**config.mk**
```make
export PLATFORM = sky130hd
export DESIGN_NAME = csr_apb_sequencer
export DESIGN_NICKNAME = d
export VERILOG_FILES = /design/src/rtl/csr_apb_pkg.sv /design/src/rtl/csr_wait_counter.sv /design/src/rtl/csr_apb_sequencer.sv
export SDC_FILE = /design/constraint.sdc
export NUM_CORES = 1
export LEC_CHECK = 0
export BUFFER_PORTS_ARGS = -buffer_cell sky130_fd_sc_hd__buf_2
export CORE_ASPECT_RATIO = 1.5
export CORE_MARGIN = 4
export CORE_UTILIZATION = 45
export CTS_BUF_LIST = sky130_fd_sc_hd__clkbuf_4
export CTS_CLUSTER_DIAMETER = 100
export DETAILED_ROUTE_END_ITERATION = 12
export GPL_TIMING_DRIVEN = 0
export PLACE_DENSITY = 0.85
export SLEW_MARGIN = 20
export SYNTH_ARGS = -nofsm -noshare
export SYNTH_HDL_FRONTEND = slang
export SYNTH_SLANG_ARGS = --single-unit
```
**constraint.sdc**
```tcl
create_clock -name clk -period 4.3 [get_ports clk]
set_clock_uncertainty 0.2 [all_clocks]
set_input_delay 0.43 -clock clk [delete_from_list [all_inputs] [get_ports clk]]
set_output_delay 0.43 -clock clk [all_outputs]
set_load 0.02 [all_outputs]
```
**src/rtl/csr_apb_pkg.sv**
```systemverilog
// Shared constants and FSM encoding for the ALU CSR APB sequencer.
package csr_apb_pkg;

  localparam int unsigned ADDR_CTRL   = 'h00;
  localparam int unsigned ADDR_DATA0  = 'h04;
  localparam int unsigned ADDR_DATA1  = 'h08;
  localparam int unsigned ADDR_RESULT = 'h0C;
  localparam int unsigned ADDR_STATUS = 'h10;

  localparam int unsigned START_BIT = 0;

  typedef enum logic [1:0] {
    IDLE,
    PUSH_WAIT,
    RD_WAIT,
    RD_DONE
  } state_t;

endpackage

```
**src/rtl/csr_wait_counter.sv**
```systemverilog
// Clearable up-counter with a terminal-count compare, shared by the push-timeout and read-latency paths.
module csr_wait_counter #(
  parameter int CNT_W = 5
) (
  input  logic             clk,
  input  logic             rst,
  input  logic             clr,
  input  logic             inc,
  input  logic [CNT_W-1:0] term,
  output logic             tc
);

  logic [CNT_W-1:0] count;

  always_ff @(posedge clk) begin
    if (rst || clr) begin
      count <= '0;
    end else if (inc) begin
      count <= count + CNT_W'(1);
    end
  end

  assign tc = (count == term);

endmodule

```
**src/rtl/csr_apb_sequencer.sv**
```systemverilog
// APB slave controller for the ALU CSR bank: register enables, FIFO_IN push and FIFO_OUT pop sequencing.
module csr_apb_sequencer
  import csr_apb_pkg::*;
#(
  parameter int APB_BUS_SIZE   = 32,
  parameter int ADDR_SIZE      = 5,
  parameter int FIFO_OUT_WIDTH = 25,
  parameter int PUSH_TIMEOUT   = 16,
  parameter int RD_LAT         = 2
) (
  input  logic                      clk,
  input  logic                      rst,
  input  logic                      psel,
  input  logic                      penable,
  input  logic                      pwrite,
  input  logic [ADDR_SIZE-1:0]      paddr,
  input  logic [APB_BUS_SIZE-1:0]   pwdata,
  output logic [APB_BUS_SIZE-1:0]   prdata,
  output logic                      pready,
  output logic                      pslverr,
  input  logic                      full_in,
  input  logic                      empty_out,
  input  logic [FIFO_OUT_WIDTH-1:0] final_result,
  input  logic [FIFO_OUT_WIDTH-1:0] fifo_out_status,
  output logic                      en_ctrl,
  output logic                      en_data0,
  output logic                      en_data1,
  output logic                      w_en_in,
  output logic                      r_en_out
);

  localparam int CNT_MAX = (PUSH_TIMEOUT > RD_LAT) ? PUSH_TIMEOUT : RD_LAT;
  localparam int CNT_W   = $clog2(CNT_MAX) + 1;

  state_t                  state, state_nxt;
  logic [APB_BUS_SIZE-1:0] rdata_q;
  logic                    done_q;
  logic                    capture;
  logic                    cnt_clr, cnt_inc, cnt_tc;
  logic [CNT_W-1:0]        cnt_term;
  logic                    access;
  logic                    hit_ctrl, hit_data0, hit_data1, hit_result, hit_status;
  logic                    unused_pwdata;

  assign unused_pwdata = ^pwdata;

  assign hit_ctrl   = (paddr == ADDR_SIZE'(ADDR_CTRL));
  assign hit_data0  = (paddr == ADDR_SIZE'(ADDR_DATA0));
  assign hit_data1  = (paddr == ADDR_SIZE'(ADDR_DATA1));
  assign hit_result = (paddr == ADDR_SIZE'(ADDR_RESULT));
  assign hit_status = (paddr == ADDR_SIZE'(ADDR_STATUS));

  // done_q masks a held access phase after completion so strobes never re-fire
  assign access = psel && penable && !done_q;

  csr_wait_counter #(
    .CNT_W(CNT_W)
  ) u_wait_counter (
    .clk (clk),
    .rst (rst),
    .clr (cnt_clr),
    .inc (cnt_inc),
    .term(cnt_term),
    .tc  (cnt_tc)
  );

  always_ff @(posedge clk) begin
    if (rst) begin
      state   <= IDLE;
      rdata_q <= '0;
      done_q  <= 1'b0;
    end else begin
      state <= state_nxt;
      if (capture) begin
        rdata_q <= APB_BUS_SIZE'(final_result);
      end
      if (!(psel && penable)) begin
        done_q <= 1'b0;
      end else if (pready) begin
        done_q <= 1'b1;
      end
    end
  end

  always_comb begin
    state_nxt = state;
    prdata    = '0;
    pready    = 1'b0;
    pslverr   = 1'b0;
    en_ctrl   = 1'b0;
    en_data0  = 1'b0;
    en_data1  = 1'b0;
    w_en_in   = 1'b0;
    r_en_out  = 1'b0;
    cnt_clr   = 1'b0;
    cnt_inc   = 1'b0;
    cnt_term  = CNT_W'(PUSH_TIMEOUT - 1);
    capture   = 1'b0;
    case (state)
      IDLE: begin
        if (access) begin
          if (pwrite) begin
            if (hit_ctrl) begin
              en_ctrl = 1'b1;
              if (pwdata[START_BIT]) begin
                cnt_clr   = 1'b1;
                state_nxt = PUSH_WAIT;
              end else begin
                pready = 1'b1;
              end
            end else if (hit_data0) begin
              en_data0 = 1'b1;
              pready   = 1'b1;
            end else if (hit_data1) begin
              en_data1 = 1'b1;
              pready   = 1'b1;
            end else begin
              pready  = 1'b1;
              pslverr = 1'b1;
            end
          end else if (hit_result) begin
            if (empty_out) begin
              pready  = 1'b1;
              pslverr = 1'b1;
            end else begin
              r_en_out  = 1'b1;
              cnt_clr   = 1'b1;
              state_nxt = RD_WAIT;
            end
          end else if (hit_status) begin
            pready = 1'b1;
            prdata = APB_BUS_SIZE'(fifo_out_status);
          end else if (hit_ctrl || hit_data0 || hit_data1) begin
            pready = 1'b1;
          end else begin
            pready  = 1'b1;
            pslverr = 1'b1;
          end
        end
      end
      PUSH_WAIT: begin
        if (!full_in) begin
          w_en_in   = 1'b1;
          pready    = 1'b1;
          state_nxt = IDLE;
        end else if (cnt_tc) begin
          // timed out: start bit stays set in CTRL, software must rewrite it
          pready    = 1'b1;
          pslverr   = 1'b1;
          state_nxt = IDLE;
        end else begin
          cnt_inc = 1'b1;
        end
      end
      RD_WAIT: begin
        cnt_term = CNT_W'(RD_LAT - 1);
        cnt_inc  = 1'b1;
        if (cnt_tc) begin
          capture   = 1'b1;
          state_nxt = RD_DONE;
        end
      end
      RD_DONE: begin
        pready    = 1'b1;
        prdata    = rdata_q;
        state_nxt = IDLE;
      end
      default: state_nxt = IDLE;
    endcase
    if (rst) begin
      state_nxt = IDLE;
      prdata    = '0;
      pready    = 1'b0;
      pslverr   = 1'b0;
      en_ctrl   = 1'b0;
      en_data0  = 1'b0;
      en_data1  = 1'b0;
      w_en_in   = 1'b0;
      r_en_out  = 1'b0;
      capture   = 1'b0;
    end
  end

endmodule

```
======== Yosys cells after proc, flatten, opt, wreduce, memory -nomap -nowiden ========
Cells that the tools add are included.
cells by class
  $add $sub $neg .......................... 1
  $mul .................................... 0
  divide/modulo/power cells ............... 0
  $lt $le $gt $ge ......................... 0
  equal/unequal tests ..................... 15
  shift-type cells ........................ 0
  mux-type cells .......................... 75
  bitwise gates (word level) .............. 1
  reductions and logical operators ........ 10
operator list
  cell                                                 count
  2-to-1 mux 25 bit                                    4
  2-to-1 mux 1 bit                                     55
  one-hot mux 25 bit (2 select lines)                  1
  2-to-1 mux 32 bit                                    1
  2-to-1 mux 2 bit                                     9
  inequality test 3 bit, second input constant         5
  equality test 5 x 4 -> 1 bit, second input constant  2
  one-hot mux 2 bit (4 select lines)                   1
  AND reduction 7 bit                                  1
  adder 5 x 1 -> 5 bit, second input constant          1
  equality test 5 x 3 -> 1 bit, second input constant  1
  equality test 5 x 4 -> 1 bit                         1
  equality test 5 bit, second input constant           1
  zero test 5 bit                                      1
  equality test 2 bit, second input constant           2
  2-to-1 mux 4 bit                                     1
  inequality test 2 bit, second input constant         2
  one-hot mux 1 bit (2 select lines)                   2
  logical OR 1 bit                                     3
  one-hot mux 1 bit (3 select lines)                   1
  equality test 2 x 1 -> 1 bit, second input constant  1
  logical AND 1 bit                                    2
  zero test 2 bit                                      1
  OR reduction 2 bit                                   1
  other kinds (2)                                      2
word-level totals
  register bits after elaboration ......... 33
  bits in latches ......................... 0
  bits in writable memories ............... 0
  bits in read-only memories .............. 0
  input port bits ......................... 94
  output and inout port bits .............. 39
  logic and storage cells ................. 106
  memories ................................ 0

======== Depth between registers and ports, before layout ========
Gate-level depths: netlist of the first run.
  word-level depth ........................ 10
  gate-level depth with buffers ........... 8
  gate-level depth less buffers ........... 6

======== Cells and area by module ========
From an unflattened synthesis of the first run, not the netlist that was laid out.
unflattened totals
  cell total of the unflattened synthesis .. 266
  area total of the unflattened synthesis .. 1964.4 sq um
by module, submodules not included
  module             times used  cells each  area an instance (sq um)  sequential area each (sq um)
  csr_apb_sequencer  1           240         1711.6                    560.5
  csr_wait_counter   1           26          252.7                     100.1

======== Least setup slack after synthesis of the first run ========
Ideal clock, no wire load.
  path type ............................... register to output
  start ................................... reg state[0]
  end ..................................... out pready
  arrival ................................. 1.979 ns
  required time ........................... 3.670 ns
  path slack .............................. 1.691 ns
  stages on the path, launching flop included .. 7
  path buffers ............................ 0
  cell sequence ........................... dfxtp_1 inv_1 ha_1 or4b_4 a21oi_1 o21ai_0 a211oi_1
between the ends
  longest elaborated chain between the ends .. 7
  elaborated cells on any way between the ends .. 10
  classes of those cells .................. 4 x eq/ne; 5 x mux; 1 x reduce/logical
ends and longest elaborated chain
  element                               RTL line                  text
  start: declaration                    csr_apb_sequencer.sv:35   state_t state, state_nxt;
  start signal: assignment              csr_apb_sequencer.sv:73   state <= state_nxt;
  equality test 2 bit                   csr_apb_sequencer.sv:99   case (state)
  2-to-1 mux 4 bit                      csr_apb_sequencer.sv:99
  equality test 5 x 4 -> 1 bit          csr_wait_counter.sv:23    assign tc = (count == term);
  2-to-1 mux 1 bit                      csr_apb_sequencer.sv:146  end else if (cnt_tc) begin
  2-to-1 mux 1 bit                      csr_apb_sequencer.sv:142  if (!full_in) begin
  one-hot mux 1 bit (3 select lines) *  csr_apb_sequencer.sv:99
  2-to-1 mux 1 bit *                    csr_apb_sequencer.sv:170  if (rst) begin
  end: declaration                      csr_apb_sequencer.sv:19   output logic pready,
Mark *: on every way between the ends. The rest lies on a longest branch, timed or not.

======== Final worst setup path of the first run ========
  start ................................... reg state[0]
  end ..................................... out prdata[6]
between the ends
  longest elaborated chain between the ends .. 3
  elaborated cells on any way between the ends .. 4
  classes of those cells .................. 1 x eq/ne; 2 x mux; 1 x reduce/logical
ends and longest elaborated chain
  element                                                 RTL line                  text
  equality test 2 bit or zero test 2 bit (tied branches)  csr_apb_sequencer.sv:99
  one-hot mux 25 bit (2 select lines) *                   csr_apb_sequencer.sv:99
  2-to-1 mux 32 bit *                                     csr_apb_sequencer.sv:170
  end: declaration                                        csr_apb_sequencer.sv:18   output logic [APB_BUS_SIZE-1:0] prdata,
Marks and branches as above.

==> run metrics, run 1 <==
clk_lat worst skew about 0.33 ns; drc violations 0; DR WL/cell 13.3 um; Setup TNS Final 0 ns; Slew Limit Headroom between 60% and 70%; Slew @ Worst Pin 0.491 ns; fin crit period about 3.3 ns; Worst path slowest cell nor3_2; CTS Hold Bufs 0; VDD IR max between 0.2 and 0.25 mV; gr usage total between 20 and 25%; Starting Density 46.4%; Yosys reg bits 33; FFs w/ async S/R, synth 0%; Seq/Total Area, Yosys 33.8%; FILL cells ~420; post-CTS setup buffer count 0; via count 2192; crit start category flip-flop; number of routed nets with antenna violations 0; ANT cells 0; HPWL after detailed placement 4250 um; syn_area_per_cell roughly 7.4 um2; CP Class flip-flop to primary output; worst path cell trace inv_1 -> ha_1 -> clkbuf_1 -> nand4b_1 -> nor3_2 -> buf_2 -> a22oi_1 -> nor2_1 -> buf_2; width of the die 61.8 um; I/O Buffers a little over 90; DP Worst Slack 1.33 ns; die height between 80 and 90 um; Final Net Count 467; # rows 29; Total Wirelength ~5500 um; first-pass GRT wire length ~8500 um; HP Class primary input to flip-flop; Yosys cell types 44; gpl congestion roughly 0.84; final number of setup-violating endpoints 0; Worst-path clk slew around 0.1 ns; Leak 1.12 nW; Primary FF master, synth dfxtp_1; vias in the first global route between 2000 and 2500; pwr/cell area 277 nW/um2; clock root cell clkbuf_4; Worst setup EP type primary output; Worst Path Buf+Inv 4; part of the cycle the worst path needs between 70% and 80%; Top delay family on crit path simple AND/OR/NAND/NOR gates; drt pass-1 iters 4; CP max stage delay 0.51 ns; # clock sinks 33; Longest Clk Path Bufs 2; Post-Syn Area 1950 um2; outcome finished, final reports clean; Synth Instances between 200 and 300; Starting DRT DRC Count 74; most used cell, CP buf_2; EDFF count, synth 0; CP max FO 10; max-cap violations 0; commonest non-fill, non-tap cells in the layout buf_2 (97), nand2_1 (55), dfxtp_1 (33), nor2_1 (32), a21oi_1 (31); Die Area between 5000 and 6000 um2; routed vias/inst 5.28; # IOs 133; commonest non-fill, non-tap cell in the layout buf_2; pin count of the biggest net entering global routing 11; FMAX between 0.3 and 0.4 GHz; data arrival time of the critical path approximately 2.7 ns; worst path required time 3.67 ns; H-tree Lvls 2; Max Transition Viols Final 0; Hold WS between 0.1 and 0.15 ns; endpoints failing hold 0; share of layout cells above drive strength 1 32.0%; CTS tree done; RSZ-0062 raised after global routing no; initial antenna violation count 0; gr ovfl total 0; Ys Warns 0; total CTS buffers 5; core box area 4210 um2; Area Overhead vs Synth 30.5%; cts repair resizes 0; post-layout worst setup margin approximately 0.97 ns
==> flip-flops by register name, summed over array words and instances, names as in the netlist <==
name and cells:
done_q 1, state 2, u_wait_counter.count 5, rdata_q 25
==> cell type report <==
class	count	area, um2	area share (%)
multi-input cells	205	1160	45.6
well taps	46	57.6	2.26
plain buffers	25	133	5.21
inverters	5	18.8	0.737
clock inverters	3	12.5	0.491
repair buffers	93	465	18.3
flip-flops and latches	33	661	25.9
clock buffers	5	37.5	1.47
==> path summary, 6_finish.rpt <==
| check | start | end | slack, ns | cells past startpoint |
|---|---|---|---|---|
| max | state[0]$_SDFFE_PP0P_ | prdata[6] | 0.97 | 9 |
| min | final_result[8] | rdata_q[8]$_SDFFE_PP0P_ | 0.12 | 3 |
| max reg2reg | state[0]$_SDFFE_PP0P_ | state[0]$_SDFFE_PP0P_ | 1.80 | 7 |
| min reg2reg | rdata_q[9]$_SDFFE_PP0P_ | rdata_q[9]$_SDFFE_PP0P_ | 0.26 | 2 |
==> synth_stat cells (4+ instances only) <==
cell,instances,area [um2]
buf_2,4,20.0
clkbuf_1,11,41.3
buf_4,7,52.6
a22oi_1,25,188
a21oi_1,31,155
ha_1,5,62.6
nor2_1,32,120
inv_1,5,18.8
dfxtp_1,33,661
a211o_1,4,35.0
nand2_1,55,206
==> cell families after synthesis <==
| family | Yosys count | share of synthesized area (%) |
|---|---|---|
| AO/OA/AOI/OAI | 71 | 23.5 |
| XOR/XNOR | 4 | 1.80 |
| adder cells (fa/ha/maj) | 5 | 3.21 |
| buffers and inverters | 30 | 7.76 |
| flip-flops | 33 | 33.8 |
| multiplexers | 3 | 1.60 |
| other | 1 | 0.192 |
| AND/OR/NAND/NOR | 115 | 28.1 |
==> metal layers <==
layer	share of wire (%)	global-route usage, %	wire length, um
met5	0	0	0
met4	2.0	7.53	108
met3	7.2	4.67	400
met2	52	37.6	2900
met1	38	22.0	2120
==> where the power goes <==
part,internal [mW],switching (mW),total (mW)
Sequential,0.313,0.00656,0.319
Combinational,0.0881,0.136,0.224
Clock,0.0591,0.104,0.163
==> stage by stage <==
stage	area, um2	cells	util (%)	power, mW
floorplan	1970	268	-	0.476
CTS	2550	415	60.5	0.710
detailed placement	2500	407	59.3	0.548
global placement	2500	407	59.3	0.541
finish	2550	415	60.5	0.706
global route	2550	415	60.5	0.744
==> worst min-delay path, cell delays in order <==
cell and delay [ns]:
buf_2 0.09, nand2_1 0.05, a21oi_1 0.05
Power figures use the tool's default switching activity.
==> run 2: changes to the inputs <==
CORE_UTILIZATION = 43   (was 45)
PLACE_DENSITY = 0.82   (was 0.85)
clock period = 3.07 ns   (was 4.3 ns; I/O delays follow)
==> run metrics, run 2 (same netlist as run 1, synthesis figures left out) <==
outcome finished, final reports clean; DP Worst Slack 0.193 ns; Die Area 5700 um2; HP Class primary input to flip-flop; HPWL after detailed placement 4480 um; CTS tree done; VDD IR max approximately 0.43 mV; post-layout worst setup margin 0.243 ns; initial antenna violation count 0; crit start category flip-flop; Final Net Count 490; placed insts 407; Storage cell area 661 um2; post-route insts no fill 438; fin crit period about 2.8 ns; # IOs 133; FMAX 0.354 GHz; Slew Limit Headroom between 60% and 70%; endpoints failing hold 0; H-tree Lvls 2; RSZ-0062 raised after global routing no; pin count of the biggest net entering global routing 11; largest reg by FF count rdata_q; Max Transition Viols Final 0; Starting DRT DRC Count 99; Total Wirelength around 6300 um; CP max stage delay slightly above 0.5 ns; Worst path slowest cell or4b_4; Worst setup EP type primary output; drt pass-1 iters 4; Area Overhead vs Synth 44.7%; DR WL/cell 14.5 um; Regs by FF count rdata_q x25, u_wait_counter.count x5, state x2; pwr/cell area 399 nW/um2; Tot Pwr 1.13 mW; first-pass GRT wire length ~11000 um; final number of setup-violating endpoints 0; vias in the first global route approximately 2400; footprint of the multi-input gates about 1200 um2; data arrival time of the critical path 2.32 ns; CP max FO 8; gr usage total a little under a quarter; commonest non-fill, non-tap cells in the layout buf_2 (97), nand2_1 (55), dfxtp_1 (33), nor2_1 (32), a21oi_1 (30); total CTS buffers 5; clk_lat worst skew 0.33 ns; commonest non-fill, non-tap cell in the layout buf_2; width of the die 63.0 um; Slew @ Worst Pin 0.476 ns; # rows 29; Hold WS roughly 0.015 ns; core box area 4320 um2; Worst-path clk slew 0.11 ns; I/O Buffers 93; Top delay family on crit path compound AO/OA/AOI/OAI gates; FILL cells 392; worst path cell trace inv_1 -> ha_2 -> or4b_4 -> a21oi_2 -> o21ai_0 -> a211oi_1 -> buf_2; part of the cycle the worst path needs 92.1%; gpl congestion 0.870; # clock sinks 33; Starting Density 45.2%; flip-flop count of the largest register after layout 25; number of routed nets with antenna violations 0; Leak 1.24 nW; worst path required time 2.56 ns; ANT cells 0; clock root cell clkbuf_4; max-cap violations 0; Setup TNS Final 0 ns; routed vias/inst 5.29; Longest Clk Path Bufs 2; Worst Path Buf+Inv 2; die height 90.5 um; CP Class flip-flop to primary output; share of layout cells above drive strength 1 31.4%; gr ovfl total 0; via count 2318; drc violations 0
## run 2: area by class of cell
type	count	area share, %
timing repair buffer	117	24.9
multi-input combinational	205	41.7
sequential	33	23.4
clock buffer	6	1.59
buffer	24	4.56
inverter	5	0.664
clock inverter	2	1.20
tap	46	2.04
## run 2: worst paths after layout
check / cells past startpoint / slack [ns] / to / from
min: 3 / 0.01 / rdata_q[24]$_SDFFE_PP0P_ / final_result[24]
max reg2reg: 7 / 0.63 / state[0]$_SDFFE_PP0P_ / state[0]$_SDFFE_PP0P_
max: 7 / 0.24 / pready / state[0]$_SDFFE_PP0P_
min reg2reg: 2 / 0.26 / rdata_q[15]$_SDFFE_PP0P_ / rdata_q[15]$_SDFFE_PP0P_
## run 2: metrics by stage
step                instance area [um2]  utilization (%)
CTS                                2820             65.3
global route                       2830             65.4
global placement                   2500             57.8
detailed placement                 2500             57.8
floorplan                          1970                -
finish                             2830             65.4
## run 2: report_power, final
part / total, mW / switching, mW / leakage [nW] / internal, mW
Sequential: 0.449 / 0.0108 / 0.266 / 0.438
Clock: 0.332 / 0.154 / 0.0433 / 0.178
Combinational: 0.347 / 0.197 / 0.929 / 0.150
## run 2: tightest hold or removal path: stages
cell and delay, ns:
buf_2 0.10, nand2_1 0.05, a21oi_1 0.05
## run 2: per-layer routing
layer  vias to the layer above  routed length [um]  track usage, %
li1                       1158                   -               -
met5                         -                   0               0
met1                      1054                2410            22.9
met4                         0                 172            10.1
met3                        16                 327            4.23
met2                        90                3430            43.3
## run 2: repair_timing
action	in CTS	in global routing
hold endpoints to repair	23	0
gates resized for setup	1	3
setup buffers	1	0
hold buffers	23	0
pin swaps	1	0
endpoints found under the setup margin	20	22
cloned	0	0
